===== config.mk =====
export PLATFORM = sky130hd
export DESIGN_NAME = piso_shift_tx
export DESIGN_NICKNAME = d
export VERILOG_FILES = /design/src/rtl/piso_pkg.sv /design/src/rtl/piso_shift_tx.sv
export SDC_FILE = /design/constraint.sdc
export NUM_CORES = 1
export LEC_CHECK = 0
export BUFFER_PORTS_ARGS = -buffer_cell sky130_fd_sc_hd__buf_2
export CAP_MARGIN = 0
export CORE_MARGIN = 3
export CORE_UTILIZATION = 50
export CTS_CLUSTER_SIZE = 20
export DETAILED_ROUTE_END_ITERATION = 8
export PLACE_DENSITY = 0.77
export SYNTH_ARGS = -nofsm -noshare
export SYNTH_HDL_FRONTEND = slang
export SYNTH_SLANG_ARGS = --single-unit

===== constraint.sdc =====
create_clock -name clk -period 1.71 [get_ports clk]
set_input_delay 0.171 -clock clk [delete_from_list [all_inputs] [get_ports clk]]
set_output_delay 0.171 -clock clk [all_outputs]
set_load 0.1 [all_outputs]

===== src/rtl/piso_pkg.sv =====
// piso_pkg: shared types for the parallel-in serial-out transmitter.
// Holds the FSM state enum and the bit-counter width helper.
package piso_pkg;

   typedef enum logic {
      TX_IDLE,
      TX_SHIFT
   } tx_state_t;

   // Counter must hold WIDTH-1; WIDTH >= 2 keeps this at least 1 bit.
   function automatic int cnt_w(input int w);
      return (w < 2) ? 1 : $clog2(w);
   endfunction

endpackage


===== src/rtl/piso_shift_tx.sv =====
// piso_shift_tx: valid/ready word in, MSB-first serial bit stream out.
// Back-to-back words are reloaded on the last-bit strobe with no gap.
module piso_shift_tx
   import piso_pkg::*;
#(
   parameter int   WIDTH      = 8,
   parameter logic IDLE_LEVEL = 1'b0
) (
   input  logic             clk,
   input  logic             rst_n,
   input  logic [WIDTH-1:0] pi_data,
   input  logic             pi_valid,
   output logic             pi_ready,
   input  logic             shift_en,
   output logic             so,
   output logic             so_frame,
   output logic             so_last,
   output logic             tx_done
);

   localparam int CNT_W = cnt_w(WIDTH);

   tx_state_t        state;
   logic [WIDTH-1:0] shreg;
   logic [CNT_W-1:0] bit_cnt;
   logic             cnt_zero;
   logic             accept;

   assign cnt_zero = (bit_cnt == '0);

   // Ready while idle, or on the strobe that consumes the final bit.
   assign pi_ready = rst_n &
                     ((state == TX_IDLE) |
                      ((state == TX_SHIFT) & cnt_zero & shift_en));

   assign accept = pi_valid & pi_ready;

   // Serial outputs come only from registered state, never from pi_data.
   assign so       = (state == TX_SHIFT) ? shreg[WIDTH-1] : IDLE_LEVEL;
   assign so_frame = (state == TX_SHIFT);
   assign so_last  = (state == TX_SHIFT) & cnt_zero;

   // FSM, shift register, bit counter and done pulse in one block.
   always_ff @(posedge clk or negedge rst_n) begin
      if (!rst_n) begin
         state   <= TX_IDLE;
         shreg   <= '0;
         bit_cnt <= '0;
         tx_done <= 1'b0;
      end else begin
         tx_done <= 1'b0;
         unique case (1'b1)
            (state == TX_IDLE): begin
               if (accept) begin
                  shreg   <= pi_data;
                  bit_cnt <= CNT_W'(WIDTH - 1);
                  state   <= TX_SHIFT;
               end
            end
            (state == TX_SHIFT): begin
               if (shift_en) begin
                  if (!cnt_zero) begin
                     shreg   <= shreg << 1;
                     bit_cnt <= bit_cnt - 1'b1;
                  end else begin
                     tx_done <= 1'b1;
                     if (accept) begin
                        shreg   <= pi_data;
                        bit_cnt <= CNT_W'(WIDTH - 1);
                     end else begin
                        state <= TX_IDLE;
                     end
                  end
               end
            end
            default: begin
               state <= TX_IDLE;
            end
         endcase
      end
   end

endmodule


==> PnR_summary.wiki, run 1 <==
{| class="wikitable"
! Metric !! Value
|-
| Status || completed
|-
| Final critical path time including I/O delays and setup || ~1.7 ns
|-
| Slew of the pin with the lowest slew margin || roughly 0.48 ns
|-
| CTS tree || done
|-
| Dpl hpwl || approximately 1300 microns
|-
| Largest area contributor in the synthesized netlist || sky130_fd_sc_hd__dfrtp_1
|-
| Flip-flop and latch count after synthesis || 13
|-
| Die H || between 40 and 50 microns
|-
| Post-Syn Nets || 102
|-
| Max frequency || 602 MHz
|-
| Number of synthesized flops with an enable pin || 0
|-
| Initial drt markers || 19
|-
| Final clock period utilization by the worst path || 97.2%
|-
| Initial antenna violation count || 0
|-
| Layout Skew || 0.00211 ns
|-
| Num rows || 14
|-
| Leading cell type in the layout, fill and taps excluded || sky130_fd_sc_hd__nand2_1
|-
| Global-route usage over all layers || 17.9%
|-
| Post-synth top area share || a little under two fifths
|-
| Nets || roughly 120
|-
| Worst Slack Setup Final || 0.0479 ns
|-
| Share of cells above drive strength 1 || 42.2%
|-
| Count of fill cells added during filler insertion || approximately 130
|-
| Final Hold Fails || 0
|-
| Post-Synthesis Mean Instance Area || 9.97 sq um
|-
| Hold EP || shreg[2]$_DFFE_PN0P_
|-
| Congestion Overflow GR || 0
|-
| Worst Path Class, Setup || flop to primary output
|-
| Post-Layout Cell Count || between 100 and 150
|-
| Number of synthesis warnings || 0
|-
| Register clock-pin slew on the reported worst setup and hold paths || 0.08 ns
|-
| Setup repair after global routing missed its margin || yes
|-
| Remaining max-slew budget at the tightest pin || 68.2%
|-
| Portion of total power attributed to the clock network || 11.7%
|-
| Ranking of synthesized cells by area || sky130_fd_sc_hd__dfrtp_1, sky130_fd_sc_hd__o22ai_2, sky130_fd_sc_hd__nand2_1
|-
| Max Cap Viol || 0
|-
| Mapped Area || 877 sq um
|-
| Predominant post-synthesis flop cell || sky130_fd_sc_hd__dfrtp_1
|-
| Number of buffers on the longest clock path || 2
|-
| Final weighted congestion in routability-driven placement || about 0.76
|-
| Power, Total || about 1.6 mW
|-
| Leak Pwr || about 0.49 nW
|-
| Aggregate negative setup slack || 0 ns
|-
| Placed cells || around 120
|-
| Core area || ~0.0016 sq mm
|-
| Register-to-register path setup slack || about 0.29 ns
|-
| Post-Place Worst Slack || 0.193 ns
|-
| Part of the total power dissipated in combinational logic || a little over half
|-
| Sinks on Clock Net || 13
|-
| Number of pins with negative max-slew slack in the final report || 0
|-
| Die outline area || approximately 0.0023 sq mm
|-
| Sequential Power Share || about a third
|-
| Post-synthesis instance total || slightly below 90
|-
| Share of flip-flops with an asynchronous set or reset after synthesis || 100%
|-
| Worst hold-check path type || input port to flop
|-
| Required time of the critical path || 1.54 ns
|-
| Remaining routing DRC violations || 0
|-
| Psw || 0.735 mW
|-
| Clock buffer count from CTS || 3
|-
| Vias per std cell || 5.82
|-
| Area after detailed placement || approximately 1000 sq um
|-
| Via count of the first global-routing pass || roughly 640
|-
| Total Wirelength || 1910 microns
|-
| Post-Layout Inst Area || ~0.0011 sq mm
|-
| Number of iterations in the first detailed-routing pass || 4
|-
| Cell variety after synth || 34
|-
| Via count of the routed design || about 730
|-
| Switching part of the total power || a little under half
|-
| Number of antenna repair diodes || 0
|-
| Detail-routed net length per standard cell || about 15 microns
|-
| Pin count of the biggest net entering global routing || 19
|-
| Clock network latency to the later pin of the worst-skew pair || between 0.2 and 0.3 ns
|-
| Root buffer selected by CTS || sky130_fd_sc_hd__clkbuf_4
|-
| Count of final setup violators || 0
|-
| FF-to-FF Start || bit_cnt[1]$_DFFE_PN0P_
|-
| Total number of H-tree levels || 1
|-
| Sequential share of the synthesized area || around 37%
|-
| Top-level I/O count || 17
|-
| Cell Pwr Density || roughly 1500 mW/mm^2
|-
| Signed area change from the synthesized netlist to the final layout || 21.5%
|-
| CP max FO || 4
|-
| Global-route wire length before repair || ~2800 microns
|-
| Number of nets with antenna violations after routing || 0
|-
| Number of cell instances on the worst register-to-register path || 6
|-
| Data arrival time of the critical path || approximately 1.5 ns
|-
| Cells on Worst Hold Path || 3
|-
| RR Endpoint || shreg[0]$_DFFE_PN0P_
|-
| Largest voltage drop on the vdd net || slightly below 0.8 mV
|-
| Power Internal || 0.892 mW
|-
| Initial cell density of the core || a little under three fifths
|-
| HP Start || pi_data[2]
|-
| Crit path capture type || primary output
|-
| CP Launch Type || flop
|-
| Most used cells in the layout excluding fill and tap cells || sky130_fd_sc_hd__nand2_1, sky130_fd_sc_hd__buf_2, sky130_fd_sc_hd__dfrtp_1
|-
| Die outline width || ~48 microns
|-
| Input/output buffers || 16
|}
[registers in the layout (all words and copies together), names as in the netlist]
register  count
so_frame      1
tx_done       1
shreg         8
bit_cnt       3
[metal layers]
| layer | GRT usage [%] | wire length [microns] |
|---|---|---|
| met1 | 22.9 | 928 |
| met2 | 28.8 | 888 |
| met3 | 4.51 | 68 |
| met4 | 6.45 | 27 |
| met5 | 0 | 0 |
[power by group through the flow]
stage	Combinational (mW)	Sequential, mW	Clock [mW]
2_1_floorplan	0.618	0.571	0
3_3_place_gp	0.767	0.555	0
3_5_place_dp	0.788	0.561	0
4_1_cts	0.838	0.558	0.193
5_1_grt	0.943	0.584	0.209
6_report	0.872	0.566	0.190
[worst max-delay path by stage]
stage                           start       end  slack (ns)
2_1_floorplan      so_frame$_DFF_PN0_        so       -0.10
3_3_place_gp   bit_cnt[0]$_DFFE_PN0P_  pi_ready        0.21
3_5_place_dp   bit_cnt[0]$_DFFE_PN0P_  pi_ready        0.19
4_1_cts        bit_cnt[1]$_DFFE_PN0P_  pi_ready       0.007
5_1_grt        bit_cnt[0]$_DFFE_PN0P_  pi_ready       -0.02
6_report       bit_cnt[1]$_DFFE_PN0P_  pi_ready        0.05
[stage by stage]
step | util (%) | hold WS, ns
5_1_grt | 67.6 | 0.175
3_5_place_dp | 62.4 | 0.0285
3_3_place_gp | 62.4 | 0.0264
2_1_floorplan | - | -0.125
4_1_cts | 66.4 | 0.169
6_report | 67.6 | 0.174
[cell usage after synthesis (2+ instances only)]
cell type	count
sky130_fd_sc_hd__o21ai_1	2
sky130_fd_sc_hd__a21oi_1	2
sky130_fd_sc_hd__dfrtp_1	13
sky130_fd_sc_hd__nand2_1	15
sky130_fd_sc_hd__o22ai_2	6
sky130_fd_sc_hd__or2b_1	3
sky130_fd_sc_hd__o2bb2ai_1	2
sky130_fd_sc_hd__nand2b_1	3
sky130_fd_sc_hd__a211oi_1	2
sky130_fd_sc_hd__nor2_1	2
sky130_fd_sc_hd__mux2i_1	3
sky130_fd_sc_hd__and2_1	4
sky130_fd_sc_hd__buf_2	2
sky130_fd_sc_hd__ha_1	2
sky130_fd_sc_hd__buf_8	2
sky130_fd_sc_hd__inv_1	3
sky130_fd_sc_hd__a32oi_1	5
[critical path, cell delays in order (launching register included)]
cell,delay (ns)
sky130_fd_sc_hd__dfrtp_1,0.41
sky130_fd_sc_hd__inv_2,0.09
sky130_fd_sc_hd__ha_4,0.16
sky130_fd_sc_hd__nand2b_4,0.08
sky130_fd_sc_hd__o21ai_4,0.14
sky130_fd_sc_hd__and2_4,0.17
sky130_fd_sc_hd__buf_12,0.16
[cell type report]
type / instances / area (sq um) / area share (%)
timing repair buffer: 23 / 168 / 15.7
sequential: 13 / 327 / 30.6
tap: 16 / 20.0 / 1.88
multi-input combinational: 65 / 510 / 47.9
clock buffer: 4 / 26.3 / 2.46
inverter: 4 / 15.0 / 1.41
[repair_timing]
action	in CTS	in global routing
hold buffers	1	0
setup buffers	1	1
gates resized for setup	4	4
pin swaps	0	2
endpoints found under the hold margin	13	0
setup endpoints to repair	2	1
[cells by family after synthesis]
kind of cell	after synthesis	synth area share [%]
muxes	3	3.42
buffers and inverters	10	8.42
adders and majority gates	2	2.85
and+or+nand+nor	33	19.7
AOI/OAI and AO/OA	27	28.5
DFF	13	37.1
(Power assumes the default switching activity.)
==> inputs of run 2 (changes only) <==
ABC_AREA = 1   (was default)
PLACE_DENSITY = 0.79   (was 0.77)
clock period = 1.9 ns   (was 1.71 ns; I/O delays follow)
==> run 2 against run 1 <==
Against the previous run: combinational power shrank 17%; sequential share of layout area grew 7.4 points; utilization shrank 3.2 points; clock skew up 0.0065 ns; worst setup slack improved by 0.078 ns; sequential power down 21%; critical endpoint unchanged; largest power group unchanged.
==> PnR_summary.wiki, run 2 <==
{| class="wikitable"
! Metric !! Value
|-
| CP max FO || 8
|-
| Final critical path time including I/O delays and setup || roughly 1.8 ns
|-
| Root buffer selected by CTS || sky130_fd_sc_hd__clkbuf_4
|-
| Detail-routed net length per standard cell || between 10 and 15 microns
|-
| Number of buffers on the longest clock path || 2
|-
| Post-Layout Inst Area || 860 sq um
|-
| Num rows || 13
|-
| Hold EP || shreg[0]$_DFFE_PN0P_
|-
| Aggregate negative setup slack || 0 ns
|-
| Final clock period utilization by the worst path || between 90 and 100%
|-
| Register-to-register path setup slack || around 0.32 ns
|-
| Required time of the critical path || 1.71 ns
|-
| Layout Skew || ~0.0086 ns
|-
| Post-Place Worst Slack || between 0.3 and 0.4 ns
|-
| Crit path capture type || primary output
|-
| Post-CTS Setup Repair Bufs || 0
|-
| Final Hold Fails || 0
|-
| Die H || around 44 microns
|-
| Area after detailed placement || 823 sq um
|-
| Count of fill cells added during filler insertion || ~120
|-
| Number of synthesized flops with an enable pin || 0
|-
| CP Launch Type || flop
|-
| Sinks on Clock Net || 13
|-
| Post-synth top area share || a little under half
|-
| Via count of the routed design || just over 600
|-
| Power, Total || 1.35 mW
|-
| Vias per std cell || ~4.9
|-
| Die outline area || between 0.0015 and 0.002 sq mm
|-
| Final weighted congestion in routability-driven placement || 0.800
|-
| Most frequent cell after synthesis || sky130_fd_sc_hd__nand2_1
|-
| Input/output buffers || 16
|-
| Post-Layout Cell Count || between 100 and 150
|-
| Cells on Worst Hold Path || 3
|-
| Global-route wire length before repair || about 2300 microns
|-
| RR Endpoint || bit_cnt[0]$_DFFE_PN0P_
|-
| Predominant post-synthesis flop cell || sky130_fd_sc_hd__dfrtp_1
|-
| Max Cap Viol || 0
|-
| Post-Synthesis Mean Instance Area || about 8 sq um
|-
| Sequential share of the synthesized area || between 40% and 50%
|-
| Worst Path Class, Setup || flop to primary output
|-
| Leading registers by flop count || shreg (8), bit_cnt (3)
|-
| Most used cells in the layout excluding fill and tap cells || sky130_fd_sc_hd__nand2_1, sky130_fd_sc_hd__inv_1, sky130_fd_sc_hd__buf_2
|-
| Cell Pwr Density || approximately 1600 mW/mm^2
|-
| Dpl hpwl || 999 microns
|-
| Number of nets with antenna violations after routing || 0
|-
| Number of cell instances on the worst register-to-register path || 8
|-
| Ranking of synthesized cells by area || sky130_fd_sc_hd__dfrtp_1, sky130_fd_sc_hd__nand2_1, sky130_fd_sc_hd__inv_1
|-
| Pin count of the biggest net entering global routing || 16
|-
| Count of final setup violators || 0
|-
| Number of iterations in the first detailed-routing pass || 4
|-
| CTS tree || done
|-
| Max frequency || 564 MHz
|-
| Share of flip-flops with an asynchronous set or reset after synthesis || between 90% and 100%
|-
| Number of synthesis warnings || 0
|-
| Status || completed
|-
| Remaining max-slew budget at the tightest pin || 67.9%
|-
| Leading cell types by count after synthesis || sky130_fd_sc_hd__nand2_1, sky130_fd_sc_hd__inv_1, sky130_fd_sc_hd__dfrtp_1
|-
| Register clock-pin slew on the reported worst setup and hold paths || around 0.08 ns
|-
| Share of cells above drive strength 1 || between 20% and 30%
|-
| Congestion Overflow GR || 0
|-
| Core area || between 0.001 and 0.0015 sq mm
|-
| Leading cell type in the layout, fill and taps excluded || sky130_fd_sc_hd__nand2_1
|-
| Slew of the pin with the lowest slew margin || roughly 0.49 ns
|-
| Total number of H-tree levels || 1
|-
| Setup repair after global routing missed its margin || no
|-
| Placed cells || 121
|-
| Leak Pwr || between 0.4 and 0.5 nW
|-
| Flip-flop and latch count after synthesis || 13
|-
| Remaining routing DRC violations || 0
|-
| FF-to-FF Start || bit_cnt[0]$_DFFE_PN0P_
|-
| Register containing the most flip-flops in the final layout || shreg
|-
| Data arrival time of the critical path || 1.58 ns
|-
| Reg area || between 300 and 400 sq um
|-
| Clock buffer count from CTS || 3
|-
| Initial drt markers || 10
|-
| Top-level I/O count || 17
|-
| Worst Slack Setup Final || roughly 0.13 ns
|-
| Post-Syn Nets || ~110
|-
| Total Wirelength || roughly 1300 microns
|-
| Number of pins with negative max-slew slack in the final report || 0
|-
| Post-synthesis instance total || slightly above 90
|-
| Max incr delay on CP || between 0.3 and 0.4 ns
|-
| Largest area contributor in the synthesized netlist || sky130_fd_sc_hd__dfrtp_1
|-
| Nets || 126
|-
| Via count of the first global-routing pass || approximately 570
|-
| Global-route usage over all layers || roughly 16%
|-
| Multi-input gate area || around 320 sq um
|-
| Mapped Area || a little over 700 sq um
|-
| Die outline width || ~44 microns
|-
| Clock network latency to the later pin of the worst-skew pair || 0.28 ns
|-
| Cell variety after synth || 20
|-
| Worst hold-check path type || input port to flop
|-
| HP Start || pi_data[0]
|-
| CP max stage cell || sky130_fd_sc_hd__dfrtp_1
|-
| Number of antenna repair diodes || 0
|-
| Initial antenna violation count || 0
|-
| Cell-by-cell trace of the critical path || inv_1 -> ha_1 -> nand3_1 -> nand2_4 -> and2_2 -> buf_12
|-
| Largest voltage drop on the vdd net || 0.710 mV
|-
| Signed area change from the synthesized netlist to the final layout || 19.3%
|-
| Initial cell density of the core || approximately 54%
|-
| Largest register FFs || 8
|}
run 2: final cells by class:
| type | instances | share of cell area [%] |
|---|---|---|
| clock buffers | 4 | 3.06 |
| multi-input cells | 61 | 37.6 |
| flip-flops and latches | 13 | 38.0 |
| repair buffers | 17 | 12.2 |
| inverters | 16 | 6.99 |
| well taps | 15 | 2.18 |
run 2: repair_timing:
item                                   CTS  global route
endpoints found under the hold margin   13             0
gates resized for setup                  0             0
hold buffers                             1             0
run 2: metrics by stage:
| stage | util, % | hold slack, ns |
|---|---|---|
| 2_1_floorplan | - | -0.106 |
| 3_3_place_gp | 61.7 | 0.113 |
| 3_5_place_dp | 61.7 | 0.116 |
| 4_1_cts | 64.4 | 0.149 |
| 5_1_grt | 64.4 | 0.166 |
| 6_report | 64.4 | 0.140 |
run 2: worst max-delay path by stage:
stage / start / to / slack, ns
floorplan: so_frame$_DFF_PN0_ / so_last / 0.08
global placement: bit_cnt[0]$_DFFE_PN0P_ / bit_cnt[0]$_DFFE_PN0P_ / 0.36
detailed placement: bit_cnt[0]$_DFFE_PN0P_ / bit_cnt[0]$_DFFE_PN0P_ / 0.33
CTS: bit_cnt[0]$_DFFE_PN0P_ / pi_ready / 0.12
global route: bit_cnt[0]$_DFFE_PN0P_ / pi_ready / 0.03
finish: bit_cnt[0]$_DFFE_PN0P_ / pi_ready / 0.13
run 2: cell families after synthesis:
family	after synthesis	share of synthesized area, %
and+or+nand+nor	43	26.9
adders and majority gates	2	3.47
AOI/OAI and AO/OA	15	12.7
xor gates and xnor gates	1	1.22
buffers and inverters	18	10.6
DFF	13	45.1
run 2: worst max-delay path: cells and delay by family, from the launching register on:
kind | cells | cell delay [ns]
simple gates | 3 | 0.48
fa+ha+maj | 1 | 0.16
flops | 1 | 0.39
buf+inv | 2 | 0.27
run 2: routing by layer:
metal  up-vias  GRT usage (%)  part of all wire [%]
met5         -              0                     0
met4         0           10.8                   2.9
met3         5           2.49                   6.5
met2        18           25.0                    44
met1       276           20.3                    47
li1        321              -                     -
run 2: report_power, final:
part           total, mW  internal [mW]  switching, mW  leakage [nW]
clock              0.174         0.0816         0.0925        0.0150
sequential         0.449          0.384         0.0654         0.164
combinational      0.724          0.209          0.514         0.307
